### config.mk
export PLATFORM = sky130hd
export DESIGN_NAME = axi_rd_arbiter_flat
export DESIGN_NICKNAME = d
export VERILOG_FILES = /design/src/rtl/axi_rd_arbiter_if.sv /design/src/rtl/axi_rd_arbiter.sv /design/src/flat_wrapper.sv
export SDC_FILE = /design/constraint.sdc
export NUM_CORES = 1
export LEC_CHECK = 0
export CAP_MARGIN = 25
export CELL_PAD_IN_SITES_DETAIL_PLACEMENT = 0
export CELL_PAD_IN_SITES_GLOBAL_PLACEMENT = 2
export CORE_MARGIN = 3
export CORE_UTILIZATION = 10
export DETAILED_ROUTE_END_ITERATION = 6
export PLACE_DENSITY = 0.95
export SLEW_MARGIN = 20
export SYNTH_ARGS = -nofsm -noshare
export SYNTH_HDL_FRONTEND = slang
export SYNTH_SLANG_ARGS = --single-unit
### constraint.sdc
create_clock -name clk -period 1.4 [get_ports clk]
set_input_delay 0.28 -clock clk [delete_from_list [all_inputs] [get_ports clk]]
set_output_delay 0.28 -clock clk [all_outputs]
set_load 0.01 [all_outputs]
### src/rtl/axi_rd_arbiter_if.sv
// ---------------------------------------------------------------------------
// axi_rd_arbiter_if
// Purpose : One AXI read path, covering the AR address channel and the R data
//           channel. The arbiter has three of them: two requester-facing
//           paths (m0, m1) and one bridge-facing path (s).
// Modports:
//   master - the side that issues reads. It drives araddr, arlen, arvalid
//            and rready, and receives arready, rdata, rresp, rlast and rvalid.
//   slave  - the side that serves reads, with every direction reversed.
// Signals :
//   araddr [ADDR_W] read address      arlen [LEN_W] burst length-1
//   arvalid/arready  AR handshake      rdata [DATA_W] read data
//   rresp [2]        read response     rlast          last beat
//   rvalid/rready    R handshake
// ---------------------------------------------------------------------------
interface axi_rd_arbiter_if #(
  parameter int ADDR_W = 32,
  parameter int DATA_W = 32,
  parameter int LEN_W  = 8
) ();

  logic [ADDR_W-1:0] araddr;
  logic [LEN_W-1:0]  arlen;
  logic              arvalid;
  logic              arready;
  logic [DATA_W-1:0] rdata;
  logic [1:0]        rresp;
  logic              rlast;
  logic              rvalid;
  logic              rready;

  // The requester drives the address and the data-ready signal.
  modport master (
    output araddr, arlen, arvalid, rready,
    input  arready, rdata, rresp, rlast, rvalid
  );

  // The responder accepts the address and returns the data beats.
  modport slave (
    input  araddr, arlen, arvalid, rready,
    output arready, rdata, rresp, rlast, rvalid
  );

endinterface

### src/rtl/axi_rd_arbiter.sv
// ---------------------------------------------------------------------------
// axi_rd_arbiter
// Purpose : Arbitrates two AXI read requesters onto one read port of the
//           shared SRAM bridge. Only one transaction is outstanding at a time.
//           The winner keeps the bridge from its AR handshake until the beat
//           that carries rlast, and R beats are routed back only to that
//           master. Ties go round-robin by default.
// Ports   :
//   clk     in   clock; all logic runs on the rising edge
//   resetn  in   synchronous active-low reset
//   m0, m1  slave modport of axi_rd_arbiter_if   requester-facing read paths
//   s       master modport of axi_rd_arbiter_if  bridge-facing read path
//   busy    out  high while a transaction owns the bridge (ADDR or DATA)
// Config  : Define AXI_RD_ARB_FIXED_PRIO_EN to make m0 win every tie. That
//           build has no last-served register, so m1 is granted only when
//           m0 is not requesting.
// ---------------------------------------------------------------------------
module axi_rd_arbiter #(
  parameter int ADDR_W = 32,
  parameter int DATA_W = 32,
  parameter int LEN_W  = 8
) (
  input  logic             clk,
  input  logic             resetn,
  axi_rd_arbiter_if.slave  m0,
  axi_rd_arbiter_if.slave  m1,
  axi_rd_arbiter_if.master s,
  output logic             busy
);

  typedef enum logic [1:0] {IDLE, ADDR, DATA} state_e;

  state_e            r_state;
  state_e            w_nextState;
  logic              r_gnt;
  logic              w_nextGnt;
  logic              w_tieGnt;
  logic              w_selArvalid;
  logic              w_selRready;
  logic [ADDR_W-1:0] w_selAraddr;
  logic [LEN_W-1:0]  w_selArlen;

`ifndef AXI_RD_ARB_FIXED_PRIO_EN
  logic              r_last;
  logic              w_nextLast;
`endif

  // These are the request-side signals of whichever master currently holds
  // the grant. Both the next-state logic and the output muxes read them.
  assign w_selArvalid = r_gnt ? m1.arvalid : m0.arvalid;
  assign w_selRready  = r_gnt ? m1.rready  : m0.rready;
  assign w_selAraddr  = r_gnt ? m1.araddr  : m0.araddr;
  assign w_selArlen   = r_gnt ? m1.arlen   : m0.arlen;

  // When both masters request at once, the winner is the one that was not
  // served last (round-robin), or always m0 in the fixed-priority build.
`ifdef AXI_RD_ARB_FIXED_PRIO_EN
  assign w_tieGnt = 1'b0;
`else
  assign w_tieGnt = ~r_last;
`endif

  // State register. Reset is synchronous and abandons any transaction in
  // flight. Clearing last to 1 lets m0 win the first tie after reset.
  always_ff @(posedge clk) begin
    if (!resetn) begin
      r_state <= IDLE;
      r_gnt   <= 1'b0;
`ifndef AXI_RD_ARB_FIXED_PRIO_EN
      r_last  <= 1'b1;
`endif
    end else begin
      r_state <= w_nextState;
      r_gnt   <= w_nextGnt;
`ifndef AXI_RD_ARB_FIXED_PRIO_EN
      r_last  <= w_nextLast;
`endif
    end
  end

  // Next-state logic. The grant is decided only in IDLE, so a request that
  // arrives during a transaction waits, and back-to-back reads always pass
  // through one IDLE cycle. The last-served master is recorded only when its
  // final R beat completes.
  always_comb begin
    w_nextState = r_state;
    w_nextGnt   = r_gnt;
`ifndef AXI_RD_ARB_FIXED_PRIO_EN
    w_nextLast  = r_last;
`endif
    case (r_state)
      IDLE: begin
        if (m0.arvalid && m1.arvalid) begin
          w_nextGnt   = w_tieGnt;
          w_nextState = ADDR;
        end else if (m0.arvalid) begin
          w_nextGnt   = 1'b0;
          w_nextState = ADDR;
        end else if (m1.arvalid) begin
          w_nextGnt   = 1'b1;
          w_nextState = ADDR;
        end
      end
      ADDR: begin
        if (w_selArvalid && s.arready) begin
          w_nextState = DATA;
        end
      end
      DATA: begin
        if (s.rvalid && w_selRready && s.rlast) begin
`ifndef AXI_RD_ARB_FIXED_PRIO_EN
          w_nextLast  = r_gnt;
`endif
          w_nextState = IDLE;
        end
      end
      default: begin
        w_nextState = IDLE;
      end
    endcase
  end

  // Output muxing. In ADDR only the AR channel is connected, to the granted
  // master. In DATA only the R channel is connected, back to that same
  // master. The other master sees zeros throughout. Every output is held at
  // zero while reset is asserted, so the ports go quiet in the same cycle
  // that reset is applied, even before the state register has cleared.
  // A stray s.rvalid outside DATA is ignored because s.rready stays 0.
  always_comb begin
    s.araddr   = '0;
    s.arlen    = '0;
    s.arvalid  = 1'b0;
    s.rready   = 1'b0;
    m0.arready = 1'b0;
    m0.rdata   = '0;
    m0.rresp   = '0;
    m0.rlast   = 1'b0;
    m0.rvalid  = 1'b0;
    m1.arready = 1'b0;
    m1.rdata   = '0;
    m1.rresp   = '0;
    m1.rlast   = 1'b0;
    m1.rvalid  = 1'b0;
    busy       = 1'b0;
    if (resetn) begin
      case (r_state)
        ADDR: begin
          busy      = 1'b1;
          s.araddr  = w_selAraddr;
          s.arlen   = w_selArlen;
          s.arvalid = w_selArvalid;
          if (r_gnt) begin
            m1.arready = s.arready;
          end else begin
            m0.arready = s.arready;
          end
        end
        DATA: begin
          busy     = 1'b1;
          s.rready = w_selRready;
          if (r_gnt) begin
            m1.rvalid = s.rvalid;
            m1.rdata  = s.rdata;
            m1.rresp  = s.rresp;
            m1.rlast  = s.rlast;
          end else begin
            m0.rvalid = s.rvalid;
            m0.rdata  = s.rdata;
            m0.rresp  = s.rresp;
            m0.rlast  = s.rlast;
          end
        end
        default: begin
          busy = 1'b0;
        end
      endcase
    end
  end

endmodule

### src/flat_wrapper.sv
// flat-port wrapper written by rule: the top's interface ports become plain ports
module axi_rd_arbiter_flat 
#(
  parameter int ADDR_W = 32,
  parameter int DATA_W = 32,
  parameter int LEN_W  = 8
)
  (clk, resetn, busy, m0_araddr, m0_arlen, m0_arvalid, m0_rready, m0_arready, m0_rdata, m0_rresp, m0_rlast, m0_rvalid, m1_araddr, m1_arlen, m1_arvalid, m1_rready, m1_arready, m1_rdata, m1_rresp, m1_rlast, m1_rvalid, s_araddr, s_arlen, s_arvalid, s_rready, s_arready, s_rdata, s_rresp, s_rlast, s_rvalid);
  axi_rd_arbiter_if #(.ADDR_W(ADDR_W), .DATA_W(DATA_W), .LEN_W(LEN_W)) m0_i ();
  axi_rd_arbiter_if #(.ADDR_W(ADDR_W), .DATA_W(DATA_W), .LEN_W(LEN_W)) m1_i ();
  axi_rd_arbiter_if #(.ADDR_W(ADDR_W), .DATA_W(DATA_W), .LEN_W(LEN_W)) s_i ();
  input  logic clk;
  input  logic resetn;
  output logic busy;
  input wire logic [$bits(m0_i.araddr)-1:0] m0_araddr;
  input wire logic [$bits(m0_i.arlen)-1:0] m0_arlen;
  input wire logic [$bits(m0_i.arvalid)-1:0] m0_arvalid;
  input wire logic [$bits(m0_i.rready)-1:0] m0_rready;
  output wire logic [$bits(m0_i.arready)-1:0] m0_arready;
  output wire logic [$bits(m0_i.rdata)-1:0] m0_rdata;
  output wire logic [$bits(m0_i.rresp)-1:0] m0_rresp;
  output wire logic [$bits(m0_i.rlast)-1:0] m0_rlast;
  output wire logic [$bits(m0_i.rvalid)-1:0] m0_rvalid;
  input wire logic [$bits(m1_i.araddr)-1:0] m1_araddr;
  input wire logic [$bits(m1_i.arlen)-1:0] m1_arlen;
  input wire logic [$bits(m1_i.arvalid)-1:0] m1_arvalid;
  input wire logic [$bits(m1_i.rready)-1:0] m1_rready;
  output wire logic [$bits(m1_i.arready)-1:0] m1_arready;
  output wire logic [$bits(m1_i.rdata)-1:0] m1_rdata;
  output wire logic [$bits(m1_i.rresp)-1:0] m1_rresp;
  output wire logic [$bits(m1_i.rlast)-1:0] m1_rlast;
  output wire logic [$bits(m1_i.rvalid)-1:0] m1_rvalid;
  output wire logic [$bits(s_i.araddr)-1:0] s_araddr;
  output wire logic [$bits(s_i.arlen)-1:0] s_arlen;
  output wire logic [$bits(s_i.arvalid)-1:0] s_arvalid;
  output wire logic [$bits(s_i.rready)-1:0] s_rready;
  input wire logic [$bits(s_i.arready)-1:0] s_arready;
  input wire logic [$bits(s_i.rdata)-1:0] s_rdata;
  input wire logic [$bits(s_i.rresp)-1:0] s_rresp;
  input wire logic [$bits(s_i.rlast)-1:0] s_rlast;
  input wire logic [$bits(s_i.rvalid)-1:0] s_rvalid;
  assign m0_i.araddr = m0_araddr;
  assign m0_i.arlen = m0_arlen;
  assign m0_i.arvalid = m0_arvalid;
  assign m0_i.rready = m0_rready;
  assign m0_arready = m0_i.arready;
  assign m0_rdata = m0_i.rdata;
  assign m0_rresp = m0_i.rresp;
  assign m0_rlast = m0_i.rlast;
  assign m0_rvalid = m0_i.rvalid;
  assign m1_i.araddr = m1_araddr;
  assign m1_i.arlen = m1_arlen;
  assign m1_i.arvalid = m1_arvalid;
  assign m1_i.rready = m1_rready;
  assign m1_arready = m1_i.arready;
  assign m1_rdata = m1_i.rdata;
  assign m1_rresp = m1_i.rresp;
  assign m1_rlast = m1_i.rlast;
  assign m1_rvalid = m1_i.rvalid;
  assign s_araddr = s_i.araddr;
  assign s_arlen = s_i.arlen;
  assign s_arvalid = s_i.arvalid;
  assign s_rready = s_i.rready;
  assign s_i.arready = s_arready;
  assign s_i.rdata = s_rdata;
  assign s_i.rresp = s_rresp;
  assign s_i.rlast = s_rlast;
  assign s_i.rvalid = s_rvalid;
  axi_rd_arbiter #(.ADDR_W(ADDR_W), .DATA_W(DATA_W), .LEN_W(LEN_W)) u_core (.clk(clk), .resetn(resetn), .m0(m0_i), .m1(m1_i), .s(s_i), .busy(busy));
endmodule
### Word level (Yosys, flattened, before mapping)

Index checks and enable logic that the tools add are counted.

| operators by class | value |
|---|---|
| equality and inequality tests | 5 |
| muxes and demuxes | 53 |
| bitwise logic cells | 1 |
| reduce and logical (&&, ||, !) cells | 10 |

Operator list:

| cell | number |
|---|---|
| two-way mux 32 bit | 9 |
| two-way mux 1 bit | 29 |
| two-way mux 8 bit | 3 |
| two-way mux 2 bit | 11 |
| case mux 2 bit (3 select lines) | 1 |
| logical AND 1 bit | 4 |
| inequality test 2 x 1 -> 1 bit (second input constant) | 2 |
| inequality test 4 x 3 -> 1 bit (second input constant) | 1 |
| AND reduction 2 bit | 2 |
| AND reduction 3 bit | 1 |
| nonzero test 3 bit | 1 |
| == test 2 x 1 -> 1 bit (second input constant) | 1 |
| == test 2 bit (second input constant) | 1 |
| logical NOT 2 bit | 1 |
| OR reduction 2 bit | 1 |
| inverter 1 bit | 1 |

| storage, ports and cells | value |
|---|---|
| register bits | 4 |
| input port bits | 123 |
| output and inout bits | 117 |
| word-level logic and storage cells | 72 |

### Longest topological paths before layout

Gate-level depths: netlist (run 1).

| logic depth | value |
|---|---|
| word-level depth | 5 |
| mapped depth | 6 |
| mapped depth without buffers | 6 |

### Worst setup path after synthesis (run 1)

OpenSTA, ideal clock, no wires.

| path | value |
|---|---|
| kind | reg2out |
| start | register u_core.r_state[0] |
| end | output m0_rdata[25] |
| arrival time | 1326 ps |
| required time | 1120 ps |
| setup slack | -206 ps |
| stages on the path, launching flop included | 7 |
| buffers on the path | 2 |
| path through | dfxtp_1 inv_1 ha_1 buf_2 buf_1 nand2_1 nor2_1 |

| on the way | value |
|---|---|
| longest elaborated chain between the ends | 3 |

RTL lines:

| what | line | source |
|---|---|---|
| start, declared | axi_rd_arbiter.sv:33 | `state_e r_state;` |
| start signal, assigned | axi_rd_arbiter.sv:73 | `r_state <= w_nextState;` |
| == test 2 bit | axi_rd_arbiter.sv:146 | `case (r_state)` |
| two-way mux 32 bit | axi_rd_arbiter.sv:146 |  |
| two-way mux 32 bit | axi_rd_arbiter.sv:145 | `if (resetn) begin` |
| end, declared | flat_wrapper.sv:20 | `output wire logic [$bits(m0_i.rdata)-1:0] m0_rdata;` |

No other way between the ends.

### Worst setup path after layout (run 1)

| path | value |
|---|---|
| start | register u_core.r_state[0] |
| end | output m1_rdata[26] |

| on the way | value |
|---|---|
| longest elaborated chain between the ends | 3 |

RTL lines:

| what | line | source |
|---|---|---|
| == test 2 bit | axi_rd_arbiter.sv:146 |  |
| two-way mux 32 bit | axi_rd_arbiter.sv:146 |  |
| two-way mux 32 bit | axi_rd_arbiter.sv:145 |  |
| end, declared | flat_wrapper.sv:29 | `output wire logic [$bits(m1_i.rdata)-1:0] m1_rdata;` |

No other way between the ends.

==> reports/metrics.cfg, run 1 <==
[sta]
relSlewSlack_pct = 76.3
rsz0062_at_grt = yes
totalNegativeSetupSlack_ns = -22.15
timing.hold.ws_ns = 0.451
fmax_mhz = 586
post-route-period-util_pct = 122
timing.final.crit_period_ns = 1.71
worst_slew_pin_slew_ns = 0.352
setup_slack_ns = -0.306
finClkSkew_ns = 0.000272
setup_viol = 119
hold_violations = 0
drv_slew = 0

[synthesis]
synthCells = 248
syn-num-nets = 375
synth-seq-area-share_pct = 5.89
synth_fa_ha_area_share_pct = 3.68
synth-simple-area-share_pct = 47.6
ys_ff_latch = 4
yosys-top-cells-area = nor2_1 (32%), mux2i_1 (32%), nand2_1 (13%), dfxtp_1 (5.9%), ha_1 (3.7%)
synth_compound_area_share_pct = 3.04
synth_xor_area_share_pct = 0
synth_top_family_by_area = simple AND/OR/NAND/NOR gates
syn_area_per_cell_um2 = 5.48
netlist_area_mm2 = 0.00136
synthMuxAreaShare_pct = 32.8
synth_cell_types = 22
yosysWarnings = 0
yosys.area.top_type = nor2_1
synth_top_area_share_pct = 31.7

[detailed_routing]
drc = 0
via_count = 2687
firstDrtPassIters = 4
drt_wl_total_um = 9500
drt_first_iter_violations = 42
antenna_left = 0
wl_per_cell_um = 13.8
via_per_inst = 3.91

[setup_path]
r2r-end = u_core.r_state[0]$_SDFFE_PN0P_
reg2regPathDepth = 7
end_kind = primary output
worst-r2r-setup-slack_ns = -0.21
start_kind = flip-flop
r2r-start = u_core.r_state[0]$_SDFFE_PN0P_
critPathRequiredTime_ns = 1.12
cp_data_arrival_time_ns = 1.43
criticalPathCategory = reg2out
crit_path_max_fanout = 6

[floorplanning]
die_w_um = 123
start_util_pct = 10.5
die_area_mm2 = 0.0150
io_pins = 240
die_y_um = 123
rows = 41
core_area_mm2 = 0.0130

[power_and_ir_drop]
p_leak_nw = 1.98
peakVddDrop_uv = 274
powerDensity_mw_per_mm2 = 805

[global_route]
antenna_found_initial = 0
use_met3_pct = 4.15
busiest_layer = met2
grt_max_degree = 25
grt_use_met1_pct = 11.7
grt.total_usage_pct = 11.2
grt_pass1_wl_um = 13300
gr-usage-met2_pct = 21.4
grt_pass1_vias = 2643
grt_overflow = 0

[job]
cap_violations = 0

[worst_hold_path]
hold_depth = 3
hp-class = in2reg
hp-start = resetn
holdPathEnd = u_core.r_state[1]$_SDFFE_PN0P_

[finish]
drive_gt1_share_pct = 51.3
fin_nets = 644
final_cells = 687
syn_to_final_growth_pct = 222
fillers = 1427
multiInputGateArea_mm2 = 0.00154
fin_util_pct = 33.8
antenna_cells = 0
seq_area_um2 = 88.8

[clock_tree]
ctsHoldBuffers = 0
cts_root_buf = clkbuf_16
cts_buffers = 3
cts.clk_slew.worst_paths_ns = 0.03
clk_latency_ns = 0.23
cts_buffer_depth = 2
cts.htree.levels = 1
cts_tree = done
numClockSinks = 4

[run_status]
violations = setup timing
status = finished, violations left

[placed_design]
hpwl_um = 7200
pre_cts_slack_ns = -0.783
numPortBuffers = 239
place.gp.congestion = 0.752
dp_cells = 663

[layer usage]
layer | wire length, µm | up-vias
li1 | - | 1324
met4 | 103 | 0
met1 | 3340 | 1196
met3 | 1170 | 8
met2 | 4890 | 159
met5 | 0 | -
[what timing repair did]
item | in CTS | in global routing
gates cloned | 5 | 1
setup endpoints to repair | 119 | 120
resized for setup | 480 | 87
setup buffers | 10 | 8
pin swaps | 4 | 4
[synth_stat cells]
| cell type | n |
|---|---|
| nand2_1 | 46 |
| inv_1 | 3 |
| dfxtp_1 | 4 |
| mux2_4 | 1 |
| a32oi_1 | 1 |
| nor2_1 | 115 |
| mux2i_1 | 43 |
| buf_4 | 1 |
| nand2b_1 | 2 |
| buf_2 | 5 |
| o211ai_1 | 1 |
| a221oi_2 | 1 |
| a21oi_1 | 1 |
| nor2b_1 | 1 |
| buf_1 | 2 |
| and3_1 | 1 |
| o21ai_0 | 1 |
| nand4_1 | 1 |
| ha_1 | 4 |
| and2_1 | 1 |
| clkbuf_1 | 12 |
| nand3_1 | 1 |
[sequential cells by signal, summed over array words and instances (netlist names)]
| register | cells |
|---|---|
| u_core.r_last | 1 |
| u_core.r_state | 2 |
| u_core.r_gnt | 1 |
[power breakdown]
| part | total [W] | internal, W | leakage, nW | switching (W) |
|---|---|---|---|---|
| combinational | 0.00287 | 0.00156 | 1.90 | 0.00131 |
| clock | 0.000450 | 0.000365 | 0.0370 | 0.0000847 |
| sequential | 0.000204 | 0.000153 | 0.0345 | 0.0000509 |
| total | 0.00353 | 0.00208 | 1.98 | 0.00145 |
[metrics by stage]
step	cell area (µm²)	power, W
after global placement	4240	0.00245
final	4380	0.00353
after CTS	4350	0.00335
after floorplan	1460	0.00121
after detailed placement	4240	0.00247
after global routing	4380	0.00377
[worst max-delay path, cell delays in order (launching register included)]
cell and delay [ns]:
dfxtp_2 0.35, inv_2 0.06, ha_4 0.18, buf_12 0.14, buf_16 0.13, nand2_2 0.08, nor2_2 0.03, clkdlybuf4s15_2 0.22
[logic make-up after synthesis]
family | after synthesis
compound gates | 5
fa+ha+maj | 4
buf+inv | 23
flops | 4
mux | 44
simple gates | 168
[cell usage in the layout (no fill, tap or decap), drive strengths merged, types with 2 or more instances in the layout]
master	synthesis	routed
buf	8	156
nand2b	2	2
clkbuf	12	6
clkdlybuf4s50	0	121
ha	4	4
mux2i	43	43
nand2	46	46
inv	3	3
dfxtp	4	4
clkdlybuf4s15	0	3
nor2	115	115
[area by class of cell]
cell class | count | share of cell area (%)
tap | 172 | 4.91
inverter | 3 | 0.314
sequential | 4 | 2.03
clock buffer | 3 | 1.71
multi-input combinational | 221 | 35.2
timing repair buffer | 284 | 55.8
[how the worst max path moves through the flow]
stage,slack [ns],end,start,cells past startpoint
3_3_place_gp,-0.76,m0_arready,resetn,6
6_report,-0.31,m1_rdata[26],u_core.r_state[0]$_SDFFE_PN0P_,7
3_5_place_dp,-0.78,m0_arready,resetn,6
5_1_grt,-0.34,m1_rdata[26],u_core.r_state[0]$_SDFFE_PN0P_,7
2_1_floorplan,-0.03,s_araddr[0],u_core.r_state[1]$_SDFFE_PN0P_,5
4_1_cts,-0.33,m1_rdata[17],u_core.r_state[0]$_SDFFE_PN0P_,7
No activity file was read; power rests on OpenSTA's default activity.
==> run 2, diff against run 1 <==
--- a/config.mk
+++ b/config.mk
@@ -10,6 +10,7 @@
 export CELL_PAD_IN_SITES_GLOBAL_PLACEMENT = 2
 export CORE_MARGIN = 3
 export CORE_UTILIZATION = 10
+export CTS_CLUSTER_SIZE = 16
 export DETAILED_ROUTE_END_ITERATION = 6
 export PLACE_DENSITY = 0.95
 export SLEW_MARGIN = 20
==> results of run 2 <==
Final layout, timing and power as in run 1 (identical DEF).
==> run 3, diff against run 2 <==
==> constraint.sdc (replaced) <==
create_clock -name clk -period 1.4 [get_ports clk]
set_input_delay 0.28 -clock clk [delete_from_list [all_inputs] [get_ports clk]]
set_output_delay 0.28 -clock clk [all_outputs]
set_load 0.05 [all_outputs]
==> run 3 against run 2 <==
  * The run still ends with setup timing left
  * First-iteration DRC count rose by 19%
  * Fmax decreased by 1.4%
  * Count of clock-buffer cells in the layout unchanged
  * Cell count rose by 0.58%
  * Sequential power rose by 7%
  * Wire length grew 33%
  * Global-route usage up 3.9 points
  * Hold slack improved by 0.062 ns
  * Register-to-register slack improved by 0.03 ns
  * Highest routed layer unchanged
==> reports/metrics.cfg, run 3 (synthesis gave the netlist of run 1 again) <==
[setup_path]
crit_path_start = u_core.r_state[0]$_SDFFE_PN0P_
criticalPathCategory = reg2out
worst-r2r-setup-slack_ns = -0.18
reg2regPathDepth = 6
cpPeakStageDelay_ns = 0.35
r2r-end = u_core.r_state[0]$_SDFFE_PN0P_
worstPathCellList = inv_4, ha_4, clkbuf_16, nand2_2, nor2_4, buf_12
cpMaxStageDelayCell = dfxtp_4
start_kind = flip-flop
cp_data_arrival_time_ns = 1.45
crit_path_max_fanout = 7
crit_end = m0_rdata[29]
critPathRequiredTime_ns = 1.12
r2r-start = u_core.r_gnt$_SDFFE_PN0P_
end_kind = primary output

[detailed_routing]
m1WireLength_um = 4310
drt_first_iter_violations = 50
via_count = 2798
drt_wl_total_um = 12600
wl_per_cell_um = 18.2
firstDrtPassIters = 4
antenna_left = 0
drc = 0
wl_met3_um = 691
highest_layer = met4
via_per_inst = 4.05
met2_length_um = 7490

[clock_tree]
ctsHoldBuffers = 0
cts_buffers = 3
cts_root_buf = clkbuf_16
cts.htree.levels = 1
cts_tree = done
numClockSinks = 4
cts_buffer_depth = 2
cts.clk_slew.worst_paths_ns = 0.03
clk_latency_ns = 0.23

[power_and_ir_drop]
powerDensity_mw_per_mm2 = 850
peakVddDrop_uv = 906
p_total_w = 0.00638
p_leak_nw = 2.55

[sta]
fmax_mhz = 578
worst_slew_pin_slew_ns = 0.343
timing.final.crit_period_ns = 1.73
post-route-period-util_pct = 124
hold_violations = 0
setup_viol = 120
drv_slew = 0
timing.hold.ws_ns = 0.513
finClkSkew_ns = 0.000602
setup_slack_ns = -0.331
rsz0062_at_grt = yes
relSlewSlack_pct = 77.1

[finish]
largest_reg_flops = 2
antenna_cells = 0
drive_gt1_share_pct = 72.4
fin_nets = 648
syn_to_final_growth_pct = 452
top_register = u_core.r_state
reg.largest.list = u_core.r_state: 2 flops, u_core.r_gnt: 1 flops, u_core.r_last: 1 flops
final_common_cell = buf_12
fin_util_pct = 57.8
most-common-layout-cells = buf_12 (126), clkdlybuf4s50_1 (121), nor2_4 (115), nand2_2 (27), mux2i_2 (25)

[run_status]
violations = setup timing
status = finished, violations left

[placed_design]
hpwl_um = 9130
place.gp.congestion = 0.753
numPortBuffers = 239
pre_cts_slack_ns = -0.443

[floorplanning]
rows = 41
die_y_um = 123
io_pins = 240
start_util_pct = 10.5
core_area_mm2 = 0.0130
die_area_mm2 = 0.0150
die_w_um = 123

[global_route]
grt_overflow = 0
grt_pass1_vias = 3165
grt.total_usage_pct = 15.1
antenna_found_initial = 0
grt_pass1_wl_um = 17600
grt_max_degree = 22

[worst_hold_path]
hp-start = u_core.r_state[1]$_SDFFE_PN0P_
hp-class = reg2reg

[job]
cap_violations = 0

==> run 3: cell count changes in the layout (fill, tap and decap cells not counted), sizes merged <==
cell and delta:
clkbuf +6, clkdlybuf4s15 -2, bufbuf -1, clkinv +1, inv -1, nand2 +1
==> run 3: critical path, delay by kind of cell, from the launching register on <==
| family | cells | cell delay (ns) |
|---|---|---|
| buffers and inverters | 3 | 0.41 |
| adders and majority gates | 1 | 0.22 |
| and+or+nand+nor | 2 | 0.23 |
| DFF | 1 | 0.35 |
==> run 3: worst min-delay path by stage <==
stage / slack (ns) / endpoint / depth (start not counted)
finish: 0.51 / u_core.r_state[1]$_SDFFE_PN0P_ / 2
detailed placement: 0.50 / u_core.r_state[1]$_SDFFE_PN0P_ / 2
global placement: 0.48 / u_core.r_state[0]$_SDFFE_PN0P_ / 2
floorplan: 0.45 / u_core.r_last$_SDFFE_PN1P_ / 2
global route: 0.54 / u_core.r_state[0]$_SDFFE_PN0P_ / 2
CTS: 0.51 / u_core.r_state[1]$_SDFFE_PN0P_ / 2
==> run 3: power breakdown <==
part / switching, W / total [W] / internal [W]
clock network: 0.0000882 / 0.000454 / 0.000366
logic: 0.00292 / 0.00570 / 0.00278
registers: 0.0000611 / 0.000218 / 0.000157
==> run 3: final cells by class <==
| type | instances | area, µm² |
|---|---|---|
| clock buffers | 3 | 75.1 |
| repair buffers | 287 | 4480 |
| inverters | 3 | 28.8 |
| flip-flops and latches | 4 | 91.3 |
| fillers | 1017 | 5470 |
| multi-input cells | 222 | 2610 |
| well taps | 172 | 215 |
==> run 3: through the flow <==
stage	cells	TNS [ns]	cell area [µm²]
2_1_floorplan	248	-7.62	2530
3_3_place_gp	656	-44.37	6270
3_5_place_dp	656	-45.83	6270
4_1_cts	677	-33.40	7010
5_1_grt	691	-39.20	7500
6_report	691	-33.91	7500
==> run 3: timing repair <==
| item | CTS | global route |
|---|---|---|
| buffers inserted | 11 | 4 |
| pin swaps | 11 | 35 |
| cloned | 8 | 11 |
| endpoints found under the setup margin | 119 | 120 |
| gates resized for setup | 91 | 42 |
==> run 3: per-layer routing <==
layer  GRT usage [%]  vias up
met3            2.58       11
met4            2.66        0
met5               0        -
li1                -     1347
met1            16.1     1332
met2            30.8      108
==> RTL change: new RTL, flow settings as in run 3 <==
`DATA_W` is set to 32 in 3 places; all go to 40.
--- a/src/rtl/axi_rd_arbiter_if.sv
+++ b/src/rtl/axi_rd_arbiter_if.sv
@@ -15,7 +15,7 @@
 // ---------------------------------------------------------------------------
 interface axi_rd_arbiter_if #(
   parameter int ADDR_W = 32,
-  parameter int DATA_W = 32,
+  parameter int DATA_W = 40,
   parameter int LEN_W  = 8
 ) ();
 
--- a/src/rtl/axi_rd_arbiter.sv
+++ b/src/rtl/axi_rd_arbiter.sv
@@ -17,7 +17,7 @@
 // ---------------------------------------------------------------------------
 module axi_rd_arbiter #(
   parameter int ADDR_W = 32,
-  parameter int DATA_W = 32,
+  parameter int DATA_W = 40,
   parameter int LEN_W  = 8
 ) (
   input  logic             clk,
--- a/src/flat_wrapper.sv
+++ b/src/flat_wrapper.sv
@@ -2,7 +2,7 @@
 module axi_rd_arbiter_flat 
 #(
   parameter int ADDR_W = 32,
-  parameter int DATA_W = 32,
+  parameter int DATA_W = 40,
   parameter int LEN_W  = 8
 )
   (clk, resetn, busy, m0_araddr, m0_arlen, m0_arvalid, m0_rready, m0_arready, m0_rdata, m0_rresp, m0_rlast, m0_rvalid, m1_araddr, m1_arlen, m1_arvalid, m1_rready, m1_arready, m1_rdata, m1_rresp, m1_rlast, m1_rvalid, s_araddr, s_arlen, s_arvalid, s_rready, s_arready, s_rdata, s_rresp, s_rlast, s_rvalid);
Interface: changed (resized m0_rdata, m1_rdata and s_rdata); port bits go from 240 to 264. No check against the original RTL was run, so the function may have changed too.
==> RTL change against run 3 <==
The flow still finishes with violations (negative setup slack). Sequential share of layout area shrank 0.079 points. Sequential cell count is the same. Cell area grew 1.1%. Power shrank 3.2%. Non-clock buffer count grew 25. Worst setup slack lost 0.0096 ns. First-iteration DRC count shrank 10%. Routed wire length shrank 9.1%. Critical path depth grew 1. Die area grew 7.0%. Area after synthesis grew 7.4%. Critical path type unchanged. Highest routed layer unchanged.
==> RTL change: results (changes against run 3) <==
outcome: "finished, violations left"  # unchanged
violations: "negative setup slack"  # unchanged
arrival_ns: 1.46
fill_cells: 1141  # was 1017
dpl_cell_area_mm2: 0.00676  # was 0.00627 mm2
skew_ns: 0.000250  # was 0.000602 ns
synth.distinct_cells: 21  # was 22
drtIter0Drc: 45  # was 50
hpwl_um: 9480  # was 9130 um
final_nets: 704  # was 648
synthFlopType: "dfxtp_1"  # unchanged
grt_pass1_wl_um: 17400  # was 17600 um
finalSetupTns_ns: -37.69  # was -33.91 ns
grt_util_all_layers_pct: 13.3  # was 15.1%
synth_seq_area_share_pct: 5.48  # was 5.89%
max-slew-margin-rel_pct: 80.2  # was 77.1%
setup_viol: 135  # was 120
avgSynthCellArea_um2: 5.31  # was 5.48 um2
dp.cells: 727  # was 656
reg.largest.list: "u_core.r_state: 2 flops, u_core.r_gnt: 1 flops, u_core.r_last: 1 flops"  # unchanged
numPortBuffers: 263  # was 239
grt_max_degree: 26  # was 22
drt_wl_total_um: 11500  # was 12600 um
num_vias: 2983  # was 2798
p_comb_mw: 5.55  # was 5.70 mW
drive_gt1_share_pct: 66.0  # was 72.4%
cp_max_fo: 10  # was 7
seqCellArea_um2: 86.3  # was 91.3 um2
setup_slack_ns: -0.340  # was -0.331 ns
grt_pass1_vias: 3309  # was 3165
swShare_pct: 48.6  # was 48.2%
yosys-top-cells-count: "131 x nor2_1, 54 x nand2_1, 43 x mux2i_1"  # was 115 x nor2_1, 46 x nand2_1, 43 x mux2i_1
ys_top_cells_by_area: "nor2_1 34%, mux2i_1 29%, nand2_1 14%, dfxtp_1 5.5%, clkbuf_1 4.6%"  # was nor2_1 32%, mux2i_1 32%, nand2_1 13%, dfxtp_1 5.9%, ha_1 3.7%
leakage_nw: 2.65  # was 2.55 nW
gp_congestion: 0.799  # was 0.753
==> RTL change: cell type report <==
| cell class | instances | share of cell area [%] |
|---|---|---|
| Multi-Input combinational cell | 245 | 32.3 |
| Inverter | 3 | 0.214 |
| Clock buffer | 3 | 0.989 |
| Timing Repair Buffer | 312 | 62.4 |
| Sequential cell | 4 | 1.14 |
| Tap cell | 180 | 2.97 |
==> RTL change: layer usage <==
layer  track usage, %  wire length, um  vias up
li1                 -                -     1467
met1             12.7             3610     1359
met2             27.7             6800      141
met3             3.41              855       16
met4             2.90              199        0
met5                0                0        -
==> RTL change: logic make-up after synthesis <==
kind of cell	after synthesis	share of synthesized area [%]
and+or+nand+nor	192	50.5
buffers and inverters	26	7.28
adders and majority gates	4	3.43
AOI/OAI and AO/OA	5	2.83
muxes	44	30.5
DFF	4	5.48
==> RTL change: worst paths after layout <==
check | depth (start not counted) | end | slack [ns] | startpoint
setup / recovery | 7 | m1_rdata[18] | -0.34 | u_core.r_state[0]
hold / removal | 2 | u_core.r_last | 0.51 | u_core.r_last
setup reg to reg | 9 | u_core.r_state[1] | -0.19 | u_core.r_state[1]
hold reg to reg | 2 | u_core.r_last | 0.51 | u_core.r_last
==> RTL change: timing repair <==
item,4_1_cts,5_1_grt
resized for setup,90,37
pin swaps,16,10
setup endpoints to repair,135,135
gates cloned,5,2
buffers inserted,5,5
==> RTL change: worst max-delay path, stage by stage (launching register included) <==
cell and delay, ns:
dfxtp_2 0.32, inv_2 0.07, ha_4 0.18, buf_12 0.15, buf_12 0.13, nand2_2 0.09
nor2_4 0.14, buf_12 0.14
